==> src/rtl/fifo_burst_reader_pkg.sv <==
// fifo_burst_reader_pkg
// Shared types and constants for the FIFO burst reader: the controller
// state encoding, the skid-queue depth and the width of its occupancy count.
// No ports (package).

package fifo_burst_reader_pkg;

    // Skid queue depth. One entry covers the registered FIFO read latency,
    // the other two let the stream run at full rate while rinc is gated on
    // occupancy rather than on m_ready.
    localparam int Q_DEPTH = 3;

    // Bits needed to count 0..depth inclusive.
    function automatic int cnt_width(input int depth);
        return $clog2(depth + 1);
    endfunction

    localparam int QCW = cnt_width(Q_DEPTH);

    typedef logic [QCW-1:0] qcnt_t;

    typedef enum logic [1:0] {
        IDLE = 2'd0,
        RUN  = 2'd1,
        DONE = 2'd2
    } state_t;

endpackage

==> src/rtl/fifo_burst_skid_q.sv <==
// fifo_burst_skid_q
// Small register queue (Q_DEPTH entries) that holds FIFO words between the
// registered FIFO read and the output stream. Entry 0 is always the head;
// a pop shifts the remaining entries down by one.
// Ports:
//   clk, rst       clock, synchronous active-high reset
//   push, wdata    write one word (caller guarantees the queue is not full)
//   pop            remove the head word (caller guarantees count != 0)
//   head           current head word (0 after reset)
//   count          number of stored words

module fifo_burst_skid_q
    import fifo_burst_reader_pkg::*;
#(
    parameter int DSIZE = 8
) (
    input  logic             clk,
    input  logic             rst,
    input  logic             push,
    input  logic [DSIZE-1:0] wdata,
    input  logic             pop,
    output logic [DSIZE-1:0] head,
    output qcnt_t            count
);

    logic [DSIZE-1:0] mem [Q_DEPTH];
    qcnt_t            wr_idx;

    // On a simultaneous pop the entries shift down, so the new word lands
    // one slot lower than the current count.
    always_comb begin
        wr_idx = pop ? (count - qcnt_t'(1)) : count;
    end

    always_ff @(posedge clk) begin
        if (rst) begin
            count <= '0;
            for (int i = 0; i < Q_DEPTH; i++) begin
                mem[i] <= '0;
            end
        end else begin
            if (pop) begin
                for (int i = 0; i < Q_DEPTH - 1; i++) begin
                    mem[i] <= mem[i+1];
                end
            end
            if (push) begin
                mem[wr_idx] <= wdata;
            end
            case ({push, pop})
                2'b10:   count <= count + qcnt_t'(1);
                2'b01:   count <= count - qcnt_t'(1);
                default: count <= count;
            endcase
        end
    end

    assign head = mem[0];

endmodule

==> src/rtl/fifo_burst_reader.sv <==
// fifo_burst_reader
// Read-side burst controller for fifo_sync. A start command with length len
// pops exactly len words from the FIFO, buffers them in a 3-entry skid queue
// to absorb the FIFO's one-cycle read latency, and streams them out with
// m_last on the final word, followed by a one-cycle done pulse.
//
// Optional build macro: FIFO_BURST_READER_STALL_CNT_EN adds stall_cnt, a
// saturating count of RUN cycles spent waiting on an empty FIFO while words
// remain to be issued; it clears on reset and at each new burst.
//
// Ports:
//   clk, rst                   clock, synchronous active-high reset
//   start, len                 burst request and word count (sampled in IDLE)
//   busy, done                 not-IDLE flag, completion pulse
//   fifo_rinc/rdata/rempty     FIFO read port (rdata valid cycle after rinc)
//   m_valid/m_ready/m_data     output stream
//   m_last                     marks the final word of the burst
//   dbg_state                  current controller state (state_t encoding)
//   stall_cnt                  empty-FIFO stall counter (macro builds only)
//
// Stream handshake: a word transfers on every rising edge where m_valid and
// m_ready are both high. m_valid never depends on m_ready, and once m_valid
// is raised m_data and m_last hold until the word transfers.

module fifo_burst_reader
    import fifo_burst_reader_pkg::*;
#(
    parameter int DSIZE = 8,
    parameter int LSIZE = 8
) (
    input  logic             clk,
    input  logic             rst,
    input  logic             start,
    input  logic [LSIZE-1:0] len,
    output logic             busy,
    output logic             done,
    output logic             fifo_rinc,
    input  logic [DSIZE-1:0] fifo_rdata,
    input  logic             fifo_rempty,
    output logic             m_valid,
    input  logic             m_ready,
    output logic [DSIZE-1:0] m_data,
    output logic             m_last,
    output logic [1:0]       dbg_state
`ifdef FIFO_BURST_READER_STALL_CNT_EN
    ,
    output logic [15:0]      stall_cnt
`endif
);

    state_t           state, state_nx;
    logic [LSIZE-1:0] issue_rem;
    logic [LSIZE-1:0] deliver_rem;
    logic             inflight;
    qcnt_t            q_count;
    logic             pop;
    logic             accept_start;
    logic [QCW:0]     occupancy;

    assign accept_start = (state == IDLE) && start;

    // Words already committed to the queue: stored plus the one whose FIFO
    // read is still in flight. Gating on this (not on m_ready) keeps rinc
    // free of any combinational path from the stream side.
    assign occupancy = {1'b0, q_count} + {{QCW{1'b0}}, inflight};
    assign fifo_rinc = (state == RUN) && !fifo_rempty && (issue_rem != '0)
                       && (occupancy < (QCW+1)'(Q_DEPTH));

    assign m_valid   = (q_count != '0);
    assign pop       = m_valid && m_ready;
    assign m_last    = m_valid && (deliver_rem == LSIZE'(1));
    assign busy      = (state != IDLE);
    assign done      = (state == DONE);
    assign dbg_state = state;

    fifo_burst_skid_q #(
        .DSIZE (DSIZE)
    ) u_skid_q (
        .clk   (clk),
        .rst   (rst),
        .push  (inflight),
        .wdata (fifo_rdata),
        .pop   (pop),
        .head  (m_data),
        .count (q_count)
    );

    always_comb begin
        state_nx = state;
        case (state)
            IDLE: begin
                if (start) begin
                    state_nx = (len != '0) ? RUN : DONE;
                end
            end
            RUN: begin
                if (pop && (deliver_rem == LSIZE'(1))) begin
                    state_nx = DONE;
                end
            end
            DONE:    state_nx = IDLE;
            default: state_nx = IDLE;
        endcase
    end

    always_ff @(posedge clk) begin
        if (rst) begin
            state       <= IDLE;
            issue_rem   <= '0;
            deliver_rem <= '0;
            inflight    <= 1'b0;
        end else begin
            state    <= state_nx;
            // A reset clears inflight, so a word read just before it is dropped.
            inflight <= fifo_rinc;
            if (accept_start) begin
                issue_rem   <= len;
                deliver_rem <= len;
            end else begin
                if (fifo_rinc) begin
                    issue_rem <= issue_rem - LSIZE'(1);
                end
                if (pop) begin
                    deliver_rem <= deliver_rem - LSIZE'(1);
                end
            end
        end
    end

`ifdef FIFO_BURST_READER_STALL_CNT_EN
    always_ff @(posedge clk) begin
        if (rst || accept_start) begin
            stall_cnt <= '0;
        end else if ((state == RUN) && fifo_rempty && (issue_rem != '0)
                     && (stall_cnt != 16'hFFFF)) begin
            stall_cnt <= stall_cnt + 16'd1;
        end
    end
`endif

endmodule

==> config.mk <==
export PLATFORM = sky130hd
export DESIGN_NAME = fifo_burst_reader
export DESIGN_NICKNAME = d
export VERILOG_FILES = /design/src/rtl/fifo_burst_reader_pkg.sv /design/src/rtl/fifo_burst_skid_q.sv /design/src/rtl/fifo_burst_reader.sv
export SDC_FILE = /design/constraint.sdc
export NUM_CORES = 1
export LEC_CHECK = 0
export CAP_MARGIN = 20
export CORE_ASPECT_RATIO = 1.25
export CORE_MARGIN = 2
export CORE_UTILIZATION = 55
export DETAILED_ROUTE_END_ITERATION = 12
export PLACE_DENSITY = 0.81
export SYNTH_ARGS = -nofsm -noshare
export SYNTH_HDL_FRONTEND = slang
export SYNTH_SLANG_ARGS = --single-unit
==> constraint.sdc <==
create_clock -name clk -period 3.65 [get_ports clk]
set_input_delay 1.095 -clock clk [delete_from_list [all_inputs] [get_ports clk]]
set_output_delay 1.095 -clock clk [all_outputs]
set_load 0.005 [all_outputs]
**Word level (Yosys, flattened, before mapping)**

Memory sizes are Yosys's and may differ from the RTL's.
Cells that the tools add are included.

- Bits in registers: 21
- Word-level logic and storage cells: 62
- Memories kept: 1
- Bits in writable memories: 24

Memories:

| name | words | bits a word | read ports | clocked after memory_dff | wr ports | RTL line | RTL |
|---|---|---|---|---|---|---|---|
| u_skid_q.mem | 3 | 8 | 3 | 0 | 3 | fifo_burst_skid_q.sv:26 | `logic [DSIZE-1:0] mem [Q_DEPTH];` |

- Bitwise gates (word level): 2
- Order comparisons: 1
- Add/sub/neg operators: 5
- Muxes and demuxes: 23
- Reductions and logical operators: 18
- Eq/ne operators: 7

Operators with widths:

| cell | count |
|---|---|
| $mux 8 | 7 |
| $reduce_bool 8->1 | 2 |
| $sub 8x1->8 const B | 2 |
| $mux 2 | 5 |
| $reduce_bool 2->1 | 5 |
| $mux 1 | 9 |
| $eq 8x1->1 const B | 1 |
| $pmux 2 s2 | 2 |
| $reduce_or 8->1 | 1 |
| $logic_and 1x1->1 | 7 |
| $eq 2x1->1 const B | 2 |
| $eq 2x2->1 const B | 2 |
| $add 2x1->3 | 1 |
| $lt 3x2->1 const B | 1 |
| $add 2x1->2 const B | 1 |
| $logic_not 2->1 | 1 |
| $ne 2x1->1 const B | 1 |
| $ne 2x2->1 const B | 1 |
| $or 1x1->1 | 2 |
| $reduce_and 2->1 | 1 |
| $sub 2x1->2 const B | 1 |
| $logic_not 1->1 | 1 |

**Longest topological paths before layout**

Gate-level depths: netlist of the first run.

- Word-level depth: 6
- Depth in mapped cells: 9

**Cells and area by module**

A second synthesis of the first run with hierarchy kept.

- Cells, all modules: 232
- Area, all modules: 2387.3 µm²

Modules (own cells, without submodules):

| module | area each (µm²) | times used | cells each |
|---|---|---|---|
| fifo_burst_skid_q | 1216.2 | 1 | 92 |
| fifo_burst_reader | 1171.1 | 1 | 140 |

**Worst setup path before layout of the first run**

Ideal clock, no wire load.

- Path type: input -> output
- From: in fifo_rempty
- To: out fifo_rinc
- Path slack: 0.735 ns
- Buffers on the path: 1
- Data arrival time: 1.820 ns
- Stages on the path: 4
- Path through: nor4b_4 > o211ai_2 > buf_6 > inv_1

- Cells in the longest elaborated chain, start to end: 4

RTL lines:

| element | RTL line | RTL |
|---|---|---|
| start, declared | fifo_burst_reader.sv:39 | `input logic fifo_rempty,` |
| $logic_not 1->1 | fifo_burst_reader.sv:66 | `assign fifo_rinc = (state == RUN) && !fifo_rempty && (issue_rem != '0)` |
| $logic_and 1x1->1 (2 in a row) | fifo_burst_reader.sv:66 |  |
| $logic_and 1x1->1 | fifo_burst_reader.sv:67 | `&& (occupancy < (QCW+1)'(Q_DEPTH));` |
| end, declared | fifo_burst_reader.sv:37 | `output logic fifo_rinc,` |

No other way between the ends.

**Worst setup path after layout of the first run**

Ends and elaborated chain as after synthesis.

==> metrics.yaml, run 1 <==
cts.sinks: 45
core_um2: 4131
drive_gt1_frac: 0.08042
timing.fmax_mhz: 299.2
p_int_mw: 1.030
die_w_um: 63.13
path_cells: "dlymetal6s2s_1 -> nor4b_4 -> o211ai_2 -> inv_1 -> clkdlybuf4s50_1"
path_buf_inv: 3
cp-start-kind: "input pin"
route.detailed.drc: 0
pin_count: 36
total_power_mw: 1.486
critPathRequiredTime_ps: 2550
syn-cell-area_um2: 2404
synth_nets: 275
synthCells: 246
worst_path_largest_cell_delay_ps: 490
ir_drop_uv: 329.6
cts-root-buf: "clkbuf_8"
clockPowerShare: 0.252
utilization: 0.7126
grt.overflow.total: 0
critPathCaptureType: "output pin"
grtUsageTotal: 0.2182
swShare: 0.3068
mostFrequentLayoutCells: "clkdlybuf4s50_1 (34), nand2_1 (29), edfxtp_1 (24)"
worstMarginPinSlew_ps: 998.9
synth_largest_area_cell: "edfxtp_1"
synth_seq_cells: 45
viasPerCell: 5.614
setup_viol: 0
cts_buffers: 5
max-cap-violations: 0
grt_max_degree: 25
synth.distinct_cells: 47
relSlewSlack: 0.3316
clk_latency_ps: 300
antenna_left: 0
wl_per_cell_um: 14.42
switching_power_mw: 0.4560
synth-edff-count: 24
hold_viol_final: 0
crit_type: "input pin to output pin"
antenna_found_initial: 0
initial_core_util: 0.5818
syn_to_final_growth_pct: 22.49
drt_iter0_markers: 79
outcome: "finished clean"
tritoncts: "done"
critPathArrivalTime_ps: 2250
clk_path_buf_depth: 2
grt_pass1_wl_um: 8411
crit_fanout: 2
timing.final.crit_share: 0.9156
min_path_type: "flop to flop"
place_congestion: 0.8534
synth_area_leaders: "edfxtp_1 (30%), dfxtp_1 (17%), mux2i_1 (7.1%)"
clk_pin_slew_ps: 80
hold_buffers: 0
timing.final.crit_period_ps: 3342
diodes: 0
synth_top_flop_cell: "edfxtp_1"
slowest_stage: "clkdlybuf4s50_1"
final_common_cell: "clkdlybuf4s50_1"
rsz0062_at_grt: "false"
maxSlewViolCount: 0
finClkSkew_ps: 6.763
ys_seq_area_frac: 0.4748
nets: 314
die_area_um2: 4918
drt_pass1_iterations: 4
routed-via-count: 1920
nFillCells: 341
async_flop_share: 0
power_leakage_nw: 1.181
rows: 26
grt_pass1_vias: 1832
wl_um: 4933
ys_warn_count: 0
share_comb_of_total_power: 0.290
critPathTopFamily: "buffers and inverters"
powerDensity_nw_per_um2: 504.9
htree_levels: 2
power_frac_seq: 0.458
synth_top_area_share: 0.2998
syn_avg_cell_area_um2: 9.771
die_h_um: 77.91
port_buffers: 35
place_hpwl_um: 3689
power by group through the flow:
stage / sequential [mW] / combinational [mW] / clock, mW
floorplan: 0.679 / 0.276 / 0
global placement: 0.688 / 0.421 / 0
detailed placement: 0.693 / 0.430 / 0
CTS: 0.681 / 0.434 / 0.379
global route: 0.692 / 0.475 / 0.399
finish: 0.681 / 0.431 / 0.374
layer usage:
metal,up-vias,track usage,wire (µm)
li1,960,-,-
met1,897,0.2484,2022
met2,52,0.3915,2572
met3,11,0.03768,198
met4,0,0.1044,139
met5,-,0,0
final cells by class:
type | count | area [µm²] | share of cell area
clock buffers | 5 | 68.82 | 0.02337
multi-input cells | 171 | 1139 | 0.3867
flip-flops and latches | 45 | 1141 | 0.3876
well taps | 56 | 70.07 | 0.02380
clock inverters | 3 | 41.29 | 0.01402
inverters | 19 | 71.32 | 0.02422
repair buffers | 43 | 412.9 | 0.1402
cell usage after synthesis, drive strengths merged (4+ instances only):
cell type  number
a21oi           5
ha              8
or3             4
buf             4
mux2i          17
nand2          29
xor2            5
nor2           21
nor4            8
dfxtp          21
clkbuf          7
inv            19
nor3            4
a211oi          6
nand3           7
and2            9
a31oi           4
edfxtp         24
worst register-to-register path: stages (launching register included):
cell and delay (ps):
dfxtp_1 430, inv_1 130, ha_1 250, nand2b_1 250, inv_1 320, and3_1 210, o21a_1 120, nand2b_1 360
kinds of logic after synthesis:
kind of cell,count (synthesis),synth area share
simple gates,107,0.2363
mux,17,0.07080
buf+inv,30,0.05154
fa+ha+maj,8,0.04165
xor+xnor,7,0.02551
compound gates,32,0.09942
flops,45,0.4748
sequential cells by signal, summed over array words and instances (netlist names):
name	cells
u_skid_q.mem	24
deliver_rem	8
inflight	1
issue_rem	8
dbg_state	2
u_skid_q.count	2
final timing paths:
path / to / slack (ps) / from / cells past startpoint
worst max register to register: u_skid_q.mem[1][1] / 1260 / u_skid_q.count[0] / 7
worst max-delay path: fifo_rinc / 310 / fifo_rempty / 5
worst min-delay path: issue_rem[1] / 500 / issue_rem[1] / 2
worst min register to register: issue_rem[1] / 500 / issue_rem[1] / 2
timing repair:
item	4_1_cts	5_1_grt
pin swaps	1	2
endpoints found under the hold margin	0	0
resized for setup	0	1
endpoints found under the setup margin	1	1
buffers inserted	0	0
stage by stage:
step | hold WS [ps] | worst slack [ps] | TNS [ps] | instance area [µm²] | std cells
after floorplan | 464.1 | 734.5 | 0 | 2404 | 246
after global placement | 479.8 | 11.62 | 0 | 2831 | 334
after detailed placement | 481.3 | -14.01 | -14.01 | 2831 | 334
after CTS | 493.1 | 24.76 | 0 | 2942 | 342
after global routing | 536.7 | 212.1 | 0 | 2944 | 342
final | 495.2 | 308.1 | 0 | 2944 | 342
No activity file was read; power rests on OpenSTA's default activity.
==> inputs of run 2 (changes only) <==
--- a/config.mk
+++ b/config.mk
@@ -5,12 +5,13 @@
 export SDC_FILE = /design/constraint.sdc
 export NUM_CORES = 1
 export LEC_CHECK = 0
+export ABC_AREA = 1
 export CAP_MARGIN = 20
 export CORE_ASPECT_RATIO = 1.25
 export CORE_MARGIN = 2
 export CORE_UTILIZATION = 55
 export DETAILED_ROUTE_END_ITERATION = 12
-export PLACE_DENSITY = 0.81
+export PLACE_DENSITY = 0.8
 export SYNTH_ARGS = -nofsm -noshare
 export SYNTH_HDL_FRONTEND = slang
 export SYNTH_SLANG_ARGS = --single-unit
==> metrics.yaml, run 2 <==
outcome: "finished clean"
htree_levels: 2
max-cap-violations: 0
regMostFlops: "u_skid_q.mem"
cpMostUsedCell: "clkdlybuf4s50_1"
relSlewSlack: 0.7330
die_area_um2: 5234
setup_viol: 0
core_um2: 4459
grt_pass1_vias: 1929
yosysMostFrequentCell: "nand2_1"
rr_startpoint: "u_skid_q.count[0]"
syn-cell-area_um2: 2567
top_regs: "u_skid_q.mem (24), deliver_rem (8), issue_rem (8)"
syn_to_final_growth_pct: 18.32
final_common_cell: "nand2_1"
wl_um: 5022
initial_core_util: 0.5758
cts_buffers: 5
slowest_stage: "clkdlybuf4s50_1"
ys_seq_area_frac: 0.4444
grt.overflow.total: 0
port_buffers: 35
synth.distinct_cells: 29
design_area_um2: 3038
synth_top_flop_cell: "edfxtp_1"
antenna_left: 0
crit_fanout: 2
cts-root-buf: "clkbuf_8"
reg2reg_to: "u_skid_q.mem[0][3]"
diodes: 0
nets: 384
reg2regPathDepth: 7
power_leakage_nw: 1.376
place_congestion: 0.9620
multi_input_area_um2: 1177
route.detailed.drc: 0
drt_pass1_iterations: 4
synth_seq_cells: 45
hold_path_end: "issue_rem[0]"
grt_max_degree: 18
clk_latency_ps: 310
die_w_um: 65.11
cp-start-kind: "input pin"
rsz0062_at_grt: "false"
die_h_um: 80.39
antenna_found_initial: 0
viasPerCell: 5.138
timing.final.crit_share: 0.9546
finClkSkew_ps: 7.608
synth_largest_area_cell: "edfxtp_1"
setup_ws_ps: 165.5
tritoncts: "done"
hold_viol_final: 0
pre_cts_ws_ps: 165.4
rrSetupSlack_ps: 1440
routed-via-count: 2127
cts_setup_buffers: 0
maxSlewViolCount: 0
timing.final.crit_period_ps: 3484
place_hpwl_um: 3875
hold_ws_ps: 483.0
rows: 27
min_path_type: "flop to flop"
critPathArrivalTime_ps: 2390
cts_resized: 0
pin_count: 36
worstHoldPathCells: 2
grtUsageTotal: 0.2024
drive_gt1_frac: 0.1208
ys_warn_count: 0
cts.sinks: 45
worstMarginPinSlew_ps: 399.3
drt_iter0_markers: 101
synth_area_leaders: "edfxtp_1 (28%), dfxtp_1 (16%), nand2_1 (8.6%)"
synthCells: 319
synth_top_area_share: 0.2807
synth_nets: 348
ff_latch_area_um2: 1141
nFillCells: 392
dpl_cell_area_um2: 2944
ir_drop_uv: 336.2
hold_buffers: 0
path_cells: "clkdlybuf4s50_1 -> nor2_1 -> nand3_1 -> nor2_2 -> clkdlybuf4s50_1"
largest_reg_flops: 24
synth-edff-count: 24
async_flop_share: 0
timing.fmax_mhz: 287.0
synthTopCellsByCount: "nand2_1 (59), inv_1 (47), nor2_1 (45), nand3_1 (42), edfxtp_1 (24)"
powerDensity_nw_per_um2: 517.5
clk_pin_slew_ps: 90
wl_per_cell_um: 12.13
clk_path_buf_depth: 2
mostFrequentLayoutCells: "nand2_1 (59), inv_1 (47), nor2_1 (45)"
crit_type: "input pin to output pin"
critPathCaptureType: "output pin"
min_from: "issue_rem[0]"
syn_avg_cell_area_um2: 8.048
critPathRequiredTime_ps: 2550
grt_pass1_wl_um: 8176
finalSetupTns_ps: 0
utilization: 0.6813
worst_path_largest_cell_delay_ps: 510
## run 2: cell count changes after synthesis, moves of 17 or more
cell / delta
inv_1: +28
nand3_1: +35
nand2_1: +30
nor2_1: +24
o21ai_2: +17
mux2i_1: -17
## run 2: how the worst max path moves through the flow
| stage | to | cells after the start | from |
|---|---|---|---|
| final | fifo_rinc | 5 | fifo_rempty |
| after global routing | fifo_rinc | 5 | fifo_rempty |
| after CTS | fifo_rinc | 5 | fifo_rempty |
| after detailed placement | fifo_rinc | 5 | fifo_rempty |
| after global placement | fifo_rinc | 5 | fifo_rempty |
| after floorplan | fifo_rinc | 3 | fifo_rempty |
## run 2: report_power, final
| part | internal (mW) | switching (mW) | leakage, nW | total (mW) |
|---|---|---|---|---|
| registers | 0.624 | 0.0471 | 0.423 | 0.671 |
| logic | 0.239 | 0.330 | 0.908 | 0.568 |
| clock network | 0.138 | 0.194 | 0.0447 | 0.333 |
## run 2: per-stage QoR
step,power [mW],cells
floorplan,1.088,319
global placement,1.235,406
detailed placement,1.253,406
CTS,1.580,414
global route,1.666,414
finish,1.572,414
## run 2: layout make-up
cell class | count | share of cell area
Clock buffer | 5 | 0.02265
Sequential cell | 45 | 0.3756
Inverter | 48 | 0.05931
Multi-Input combinational cell | 217 | 0.3876
Timing Repair Buffer | 38 | 0.1227
Clock inverter | 3 | 0.008237
Tap cell | 58 | 0.02389
## run 2: worst max-delay path, delay by kind of cell
kind,cells,cell delay [ps]
buffers and inverters,2,910
and+or+nand+nor,3,390
## run 2: cell families after synthesis
logic type / after synthesis / share of synthesized area
xor gates and xnor gates: 7 / 0.02680
buffers and inverters: 57 / 0.09698
and+or+nand+nor: 162 / 0.2885
AOI/OAI and AO/OA: 40 / 0.1043
adders and majority gates: 8 / 0.03899
DFF: 45 / 0.4444
## run 2: metal layers
metal | global-route usage | share of wire | wire length, µm
met1 | 0.2058 | 0.40 | 2031
met2 | 0.4041 | 0.53 | 2667
met3 | 0.03361 | 0.048 | 242
met4 | 0.07500 | 0.016 | 80
met5 | 0 | 0 | 0
==> inputs of run 3 (changes only) <==
--- a/config.mk
+++ b/config.mk
@@ -8,7 +8,7 @@
 export ABC_AREA = 1
 export CAP_MARGIN = 20
 export CORE_ASPECT_RATIO = 1.25
-export CORE_MARGIN = 2
+export CORE_MARGIN = 1.5
 export CORE_UTILIZATION = 55
 export DETAILED_ROUTE_END_ITERATION = 12
 export PLACE_DENSITY = 0.8
==> metrics.yaml, run 3 (synthesis results as in run 2) <==
max-cap-violations: 0
maxSlewViolCount: 0
wl_per_cell_um: 12.44
finalSetupTns_ps: 0
worstHoldPathCells: 2
rrSetupSlack_ps: 1430
wl_um: 5149
grtUsageTotal: 0.2170
hold_buffers: 0
share_comb_of_total_power: 0.355
crit_type: "input pin to output pin"
regMostFlops: "u_skid_q.mem"
reg2reg_to: "u_skid_q.mem[1][4]"
cts_setup_buffers: 0
power_leakage_nw: 1.383
setup_ws_ps: 160.0
outcome: "finished clean"
final_cell_count_no_fill: 414
rows: 27
clockPowerShare: 0.229
rr_startpoint: "u_skid_q.count[0]"
hold_ws_ps: 481.3
die_area_um2: 5090
cts_resized: 0
timing.final.crit_share: 0.9562
grt_pass1_wl_um: 8618
drt_pass1_iterations: 6
min_from: "issue_rem[0]"
drt_iter0_markers: 109
relSlewSlack: 0.7334
finClkSkew_ps: 3.710
antenna_found_initial: 0
cts.sinks: 45
mostFrequentLayoutCells: "nand2_1 (59), inv_1 (47), nor2_1 (45)"
final_common_cell: "nand2_1"
critPathCaptureType: "output pin"
route.detailed.drc: 0
min_path_type: "flop to flop"
core_um2: 4459
power_frac_seq: 0.416
clk_latency_ps: 290
ir_drop_uv: 277.5
hold_viol_final: 0
clk_pin_slew_ps: 80
rsz0062_at_grt: "false"
timing.fmax_mhz: 286.5
total_power_mw: 1.617
timing.final.crit_period_ps: 3490
htree_levels: 2
nets: 384
grt.overflow.total: 0
port_buffers: 35
routed-via-count: 2150
reg2regPathDepth: 8
p_int_mw: 1.064
utilization: 0.6849
powerDensity_nw_per_um2: 529.5
dpl_cell_area_um2: 2944
initial_core_util: 0.5758
top_regs: "u_skid_q.mem (24), deliver_rem (8), issue_rem (8)"
hold_path_end: "issue_rem[0]"
cts_buffers: 5
crit_fanout: 2
switching_power_mw: 0.5529
syn_to_final_growth_pct: 18.96
largest_reg_flops: 24
pin_count: 36
startpoint: "fifo_rempty"
grt_pass1_vias: 2011
tritoncts: "done"
viasPerCell: 5.193
cts-root-buf: "clkbuf_8"
place_hpwl_um: 3892
drive_gt1_frac: 0.1180
cp-start-kind: "input pin"
critPathArrivalTime_ps: 2400
diodes: 0
die_h_um: 79.39
place_congestion: 0.9509
setup_viol: 0
worstMarginPinSlew_ps: 398.8
die_w_um: 64.11
critPathRequiredTime_ps: 2550
swShare: 0.3419
clk_path_buf_depth: 2
dp.cells: 406
pre_cts_ws_ps: 169.1
design_area_um2: 3054
antenna_left: 0
grt_max_degree: 18
==> run 3: cell type report <==
type	count	area [µm²]
fillers	368	1405
multi-input cells	217	1177
flip-flops and latches	45	1141
repair buffers	38	372.9
inverters	48	180.2
well taps	58	72.57
clock buffers	5	68.82
clock inverters	3	41.29
==> run 3: how the worst max path moves through the flow <==
stage                      endpoint
after floorplan           fifo_rinc
after global placement    fifo_rinc
after detailed placement  fifo_rinc
after CTS                 fifo_rinc
after global routing      fifo_rinc
final                     fifo_rinc
==> run 3: power by group through the flow <==
stage          combinational (mW)  sequential (mW)  clock (mW)
2_1_floorplan               0.413            0.676           0
3_3_place_gp                0.553            0.681           0
3_5_place_dp                0.571            0.684           0
4_1_cts                     0.577            0.673       0.375
5_1_grt                     0.643            0.681       0.391
6_report                    0.574            0.673       0.371
==> run 3: layer usage <==
layer  up-vias  wire length, µm  part of all wire  global-route usage
met1       990             2032              0.39              0.2217
met5         -                0                 0                   0
met3         9              178             0.035             0.03808
met2        46             2842              0.55              0.4292
met4         0               96             0.019             0.08298
li1       1105                -                 -                   -
==> run 3: critical path, stage by stage <==
cell	delay, ps
clkdlybuf4s50_1	400
nor2_1	140
nand3_1	110
nor2_2	150
clkdlybuf4s50_1	510
